File: config.mk
export PLATFORM = sky130hd
export DESIGN_NAME = uart_tx_arbiter
export DESIGN_NICKNAME = d
export VERILOG_FILES = /design/src/rtl/uart_tx_arbiter.sv
export SDC_FILE = /design/constraint.sdc
export NUM_CORES = 1
export LEC_CHECK = 0
export ABC_AREA = 0
export CAP_MARGIN = 15
export CORE_MARGIN = 10
export CORE_UTILIZATION = 49
export DETAILED_ROUTE_END_ITERATION = 6
export GPL_ROUTABILITY_DRIVEN = 0
export PLACE_DENSITY_LB_ADDON = 0.15
export SYNTH_ARGS = -nofsm -noshare
export SYNTH_HDL_FRONTEND = slang
export SYNTH_SLANG_ARGS = --single-unit
export TNS_END_PERCENT = 100
File: constraint.sdc
create_clock -name clk -period 5.6 [get_ports clk]
set_input_delay 1.12 -clock clk [delete_from_list [all_inputs] [get_ports clk]]
set_output_delay 1.12 -clock clk [all_outputs]
set_load 0.05 [all_outputs]
File: src/rtl/uart_tx_arbiter.sv
// Round-robin arbiter sharing one UART transmitter among NUM_REQ requesters.
// Latches the winner's byte, launches it, then tracks tx_busy to report done or timeout.
module uart_tx_arbiter #(
   parameter int NUM_REQ      = 4,
   parameter int DATA_WIDTH   = 8,
   parameter int BUSY_TIMEOUT = 255
) (
   input  logic                          clk,
   input  logic                          reset,
   input  logic [NUM_REQ-1:0]            req,
   input  logic [NUM_REQ*DATA_WIDTH-1:0] req_data,
   output logic [NUM_REQ-1:0]            ack,
   output logic [NUM_REQ-1:0]            done,
   output logic                          tx_enable,
   output logic [DATA_WIDTH-1:0]         tx_data,
   input  logic                          tx_busy,
   output logic [$clog2(NUM_REQ)-1:0]    owner,
   output logic                          arb_busy,
   output logic                          timeout_err
);

   localparam int IDX_W = $clog2(NUM_REQ);
   localparam logic [15:0] TMO = 16'(BUSY_TIMEOUT);

   typedef enum logic [1:0] {IDLE, LAUNCH, WAIT_BUSY, WAIT_DONE} state_t;

   state_t                state, state_nxt;
   logic [IDX_W-1:0]      last_grant;
   logic [IDX_W-1:0]      winner;
   logic [IDX_W-1:0]      cand;
   logic                  found;
   logic [15:0]           wait_cnt;
   logic [DATA_WIDTH-1:0] req_bytes [NUM_REQ];

   for (genvar g = 0; g < NUM_REQ; g++) begin : g_bytes
      assign req_bytes[g] = req_data[g*DATA_WIDTH +: DATA_WIDTH];
   end

   // Search starts one past the last served requester so every requester gets a turn.
   always_comb begin
      winner = last_grant;
      cand   = last_grant;
      found  = 1'b0;
      for (int i = 1; i <= NUM_REQ; i++) begin
         cand = IDX_W'((int'(last_grant) + i) % NUM_REQ);
         if (!found && req[cand]) begin
            winner = cand;
            found  = 1'b1;
         end
      end
   end

   always_ff @(posedge clk or negedge reset) begin
      if (!reset) state <= IDLE;
      else        state <= state_nxt;
   end

   always_comb begin
      state_nxt = state;
      unique case (state)
         IDLE:      if (|req && !tx_busy) state_nxt = LAUNCH;
         LAUNCH:    state_nxt = WAIT_BUSY;
         WAIT_BUSY: begin
            if (tx_busy)              state_nxt = WAIT_DONE;
            else if (wait_cnt == TMO) state_nxt = IDLE;
         end
         WAIT_DONE: if (!tx_busy) state_nxt = IDLE;
         default:   state_nxt = IDLE;
      endcase
   end

   always_comb begin
      tx_enable   = (state == LAUNCH);
      arb_busy    = (state != IDLE);
      timeout_err = (state == WAIT_BUSY) && !tx_busy && (wait_cnt == TMO);
      ack         = '0;
      done        = '0;
      if (state == LAUNCH)                ack[owner]  = 1'b1;
      if (state == WAIT_DONE && !tx_busy) done[owner] = 1'b1;
   end

   // Grant bookkeeping; last_grant also advances on timeout so a dead requester cannot starve others.
   always_ff @(posedge clk or negedge reset) begin
      if (!reset) begin
         owner      <= '0;
         tx_data    <= '0;
         last_grant <= IDX_W'(NUM_REQ - 1);
         wait_cnt   <= '0;
      end else begin
         unique case (state)
            IDLE: begin
               if (state_nxt == LAUNCH) begin
                  owner   <= winner;
                  tx_data <= req_bytes[winner];
               end
            end
            LAUNCH: wait_cnt <= '0;
            WAIT_BUSY: begin
               if (wait_cnt != 16'hFFFF) wait_cnt <= wait_cnt + 16'd1;
               if (timeout_err)          last_grant <= owner;
            end
            WAIT_DONE: if (!tx_busy) last_grant <= owner;
            default: ;
         endcase
      end
   end

endmodule

Word-level counts from Yosys, hierarchy flattened
Cells that the tools add are included.
Widths: inputs -> output; s select.
{ "word_totals": {"register_bits": 30, "latch_bits": 0, "ramBits": 0, "mem_bits_ro": 0, "in_bits": 39, "output_inout_bits": 21, "elab_cells": 79, "memories": 0} }
{ "op_classes": {"addsub": 5, "multipliers": 0, "n_div": 0, "magnitude_cmp": 7, "n_eq_ne": 9, "n_shift": 0, "mux": 32, "n_bitwise": 1, "reduce_logical": 20} }
{ "ops": {"columns": ["cell", "count"], "rows": [
  ["$pmux 16 s2", 1],
  ["$mux 2", 10],
  ["$add 16x1->16 const B", 1],
  ["$bmux 8 s2", 1],
  ["$eq 16x8->1 const B", 1],
  ["$mux 16", 1],
  ["$mux 8", 2],
  ["$ne 16x16->1 const B", 1],
  ["$lt 2x3->1 const B", 5],
  ["$bmux 1 s2", 4],
  ["$logic_and 1x1->1", 8],
  ["$mux 1", 8],
  ["$mux 4", 2],
  ["$pmux 2 s4", 1],
  ["$reduce_bool 2->1", 3],
  ["$add 2x1->2 const B", 2],
  ["$add 2x2->2 const B", 2],
  ["$eq 2x1->1 const B", 2],
  ["$eq 2x2->1 const B", 2],
  ["$logic_not 1->1", 4],
  ["$ne 2x2->1 const B", 2],
  ["$pmux 2 s2", 1],
  ["$reduce_and 2->1", 2],
  ["$reduce_or 4->1", 1],
  ["other kinds (7)", 7]
]} }

Depth between registers and ports, before layout
{ "depth": {"depth_word": 17, "ltp_mapped": 7, "depth_no_buf": 6} }

Worst setup path before layout
Ideal clock, no wire load.
{ "synth_timing": {"path_type": "input to output", "startpoint": "in tx_busy", "endpoint": "out done[0]", "arrival_ns": 2.375, "required_time_ns": 4.480, "slack_ns": 2.105, "path_stages": 2, "path_buffers": 0, "cell_sequence": "nand3b_1 > nor3_1"} }
{ "synth_via": {"elab_chain_cells": 3} }
{ "synth_lines": {"columns": ["item", "line", "source"], "rows": [
  ["start, declared", "16", "input logic tx_busy,"],
  ["$logic_not 1->1", null, null],
  ["$logic_and 1x1->1", "79", "if (state == WAIT_DONE && !tx_busy) done[owner] = 1'b1;"],
  ["$mux 4", "79", null],
  ["end, declared", "13", "output logic [NUM_REQ-1:0] done,"]
]} }
Every way passes these cells.

Worst setup path after layout
Same ends and word-level chain as after synthesis.

==> results.py <==
metrics = {
    "run_status": {
        "status": "completed",
    },
    "worst_hold_path": {
        "hp-class": "flip-flop to flip-flop",
    },
    "route": {
        "drt-initial-drc-count": 103,
        "num_vias": 1642,
        "wl_per_cell_um": 15.07,
        "ant_nets": 0,
        "firstDrtPassIters": 4,
        "drcViolationCount": 0,
        "viasPerCell": 5.455,
        "routed_wl_um": 4535,
    },
    "cells_and_area": {
        "nets": 293,
        "drive_gt1_frac": 0.05138,
        "fin_area_um2": 2499,
        "layout-area-overhead-vs-synth_pct": 38.01,
        "diodes": 0,
    },
    "synth": {
        "yosysWarnings": 0,
        "synth_ff_type": "dfrtp_1",
        "yosysUniqueCellTypes": 40,
        "async_flop_share": 1.000,
        "syn_area_um2": 1810,
        "yosysSeqAreaShare": 0.4160,
        "synth_fp_nets": 234,
        "syn_inst": 194,
        "syn_area_per_cell_um2": 9.332,
        "synth-edff-count": 0,
        "ys_ff_latch": 30,
    },
    "timing": {
        "finalSetupViolations": 0,
        "finalHoldViolations": 0,
        "fmaxAchievable_mhz": 252.5,
        "tightest_slew_ns": 1.021,
        "maxSlewViolCount": 0,
        "period_needed_ns": 3.960,
        "clock_skew_ns": 0.007394,
        "rsz0062_at_grt": "false",
        "min_period_over_period": 0.7072,
        "fin_tns_setup_ns": 0,
        "maxSlewHeadroom": 0.3137,
    },
    "critical_path": {
        "worst-setup-path-type": "primary input to output port",
        "end_kind": "output port",
        "required_ns": 4.48,
        "critical-path-slowest-cell": "clkdlybuf4s50_1",
        "path_common_cell": "clkdlybuf4s50_1",
        "crit_chain": "clkdlybuf4s50_1 -> nand3b_1 -> nor3_1 -> clkdlybuf4s50_1",
        "cp_max_fo": 5,
        "critPathArrivalTime_ns": 2.84,
        "start_kind": "primary input",
        "critPathMaxStageDelay_ns": 0.83,
    },
    "floorplan": {
        "core_area_um2": 3606,
        "row_count": 22,
        "fp.dieArea_um2": 6526,
        "initial_core_util": 0.5021,
        "die_h_um": 80.79,
        "ioPinCount": 60,
        "die_w_um": 80.79,
    },
    "pwr": {
        "p_total_uw": 1057,
        "leakage_uw": 0.001075,
        "ir_worst_vdd_uv": 272.2,
        "power_density_nw_per_um2": 422.8,
    },
    "global_routing": {
        "grt.overflow.total": 0,
        "grt_pass1_wl_um": 7293,
        "grt_max_degree": 31,
        "grt_pass1_vias": 1592,
        "grtUsageTotal": 0.1364,
        "antenna_found_initial": 0,
    },
    "clocking": {
        "numCtsBuffers": 5,
        "cts_htree_levels": 2,
        "clockRootBuffer": "clkbuf_8",
        "clockBufferDepth": 2,
        "clk_latency_ns": 0.27,
        "clock-sinks": 30,
        "cts_setup_buffers": 0,
        "cts_hold_buf": 0,
        "clkTransAtPathRegs_ns": 0.06,
        "cts_resized": 0,
        "cts_tree": "done",
    },
    "placed_design": {
        "placed_cell_area_um2": 2422,
        "dp_hpwl_um": 3538,
        "port_buffers": 59,
    },
    "job": {
        "cap_violations": 0,
    },
}
==> Yosys cell counts, types with 4 or more instances <==
| master | number | share of area |
|---|---|---|
| a211o_1 | 8 | 0.039 |
| a21oi_1 | 4 | 0.011 |
| clkbuf_1 | 6 | 0.012 |
| dfrtp_1 | 28 | 0.39 |
| inv_1 | 5 | 0.010 |
| mux2i_1 | 21 | 0.12 |
| nand2_1 | 14 | 0.029 |
| nand3_1 | 5 | 0.014 |
| nand4_1 | 4 | 0.014 |
| nor2_1 | 22 | 0.046 |
| nor3_1 | 21 | 0.058 |
| o21ai_0 | 6 | 0.017 |
| xnor2_1 | 9 | 0.044 |
==> stage by stage <==
stage	hold slack, ns	utilization	setup slack (ns)	std cells
final	0.4790	0.6929	1.640	301
after global placement	0.4634	0.6718	1.641	294
after global routing	0.4967	0.6929	1.574	301
after CTS	0.4829	0.6929	1.619	301
after detailed placement	0.4751	0.6718	1.622	294
after floorplan	0.4379	-	2.105	194
==> state kept, by name (all words and copies together) (netlist names) <==
name        count
state           2
last_grant      2
owner           2
tx_data         8
wait_cnt       16
==> critical path: cells and delay by family <==
kind	cells	cell delay [ns]
simple gates	2	0.41
buf+inv	2	1.31
==> layer usage <==
layer | share of wire | routed length [um] | vias to the layer above | global-route usage
li1 | - | - | 825 | -
met1 | 0.44 | 2017 | 771 | 0.1729
met2 | 0.47 | 2149 | 44 | 0.2142
met3 | 0.077 | 351 | 2 | 0.05740
met4 | 0.0037 | 17 | 0 | 0.02595
met5 | 0 | 0 | - | 0
==> layout by cell type (no fill, tap or decap), types with 2 or more instances in the layout <==
cell type	Yosys	layout
nand4_1	4	4
mux2i_1	21	21
a21oi_1	4	4
o21ai_0	6	6
dfstp_2	2	2
mux2_2	2	2
clkbuf_8	0	5
nand2b_1	3	3
clkdlybuf4s50_1	0	59
a211oi_1	3	3
nor2_1	22	22
nor3_1	21	21
and3_1	2	2
and2_1	2	2
and4_1	3	3
nand3_1	5	5
nor2b_1	3	3
xnor2_1	9	9
a211o_1	8	8
clkbuf_1	6	2
inv_1	5	5
nand2_1	14	14
dfrtp_1	28	28
nor4_1	3	3
buf_4	1	2
==> cell families (layout without fill, tap and decap cells) <==
group,count (synthesis),in the layout,share of synthesized area
XOR/XNOR,9,9,0.04354
AO/OA/AOI/OAI,31,31,0.1286
multiplexers,23,23,0.1285
flip-flops,30,30,0.4160
adder cells (fa/ha/maj),1,1,0.006910
buffers and inverters,14,73,0.04008
AND/OR/NAND/NOR,86,86,0.2364
==> final timing paths <==
path                                  start       endpoint  slack [ns]  depth (start not counted)
worst max-delay path                tx_busy        done[0]        1.64                          4
worst min-delay path            wait_cnt[4]    wait_cnt[4]        0.48                          1
worst max register to register     state[1]   wait_cnt[15]        3.27                          6
worst min register to register  wait_cnt[4]    wait_cnt[4]        0.48                          1
max in group asynchronous             reset  last_grant[0]        4.05                          2
min in group asynchronous             reset    wait_cnt[7]        1.23                          2
==> where the power goes <==
group | switching [uW] | internal, uW | total [uW] | leakage, uW
combinational | 341 | 213 | 554 | 0.000649
sequential | 60.1 | 282 | 342 | 0.000387
clock | 74.7 | 85.4 | 160 | 0.0000383
==> cell type report <==
type,count,area [um^2]
multi-input cells,150,984.7
repair buffers,61,605.6
flip-flops and latches,30,753.2
inverters,5,18.77
fillers,293,1107
well taps,48,60.06
clock buffers,7,76.32
(Power assumes the default switching activity.)
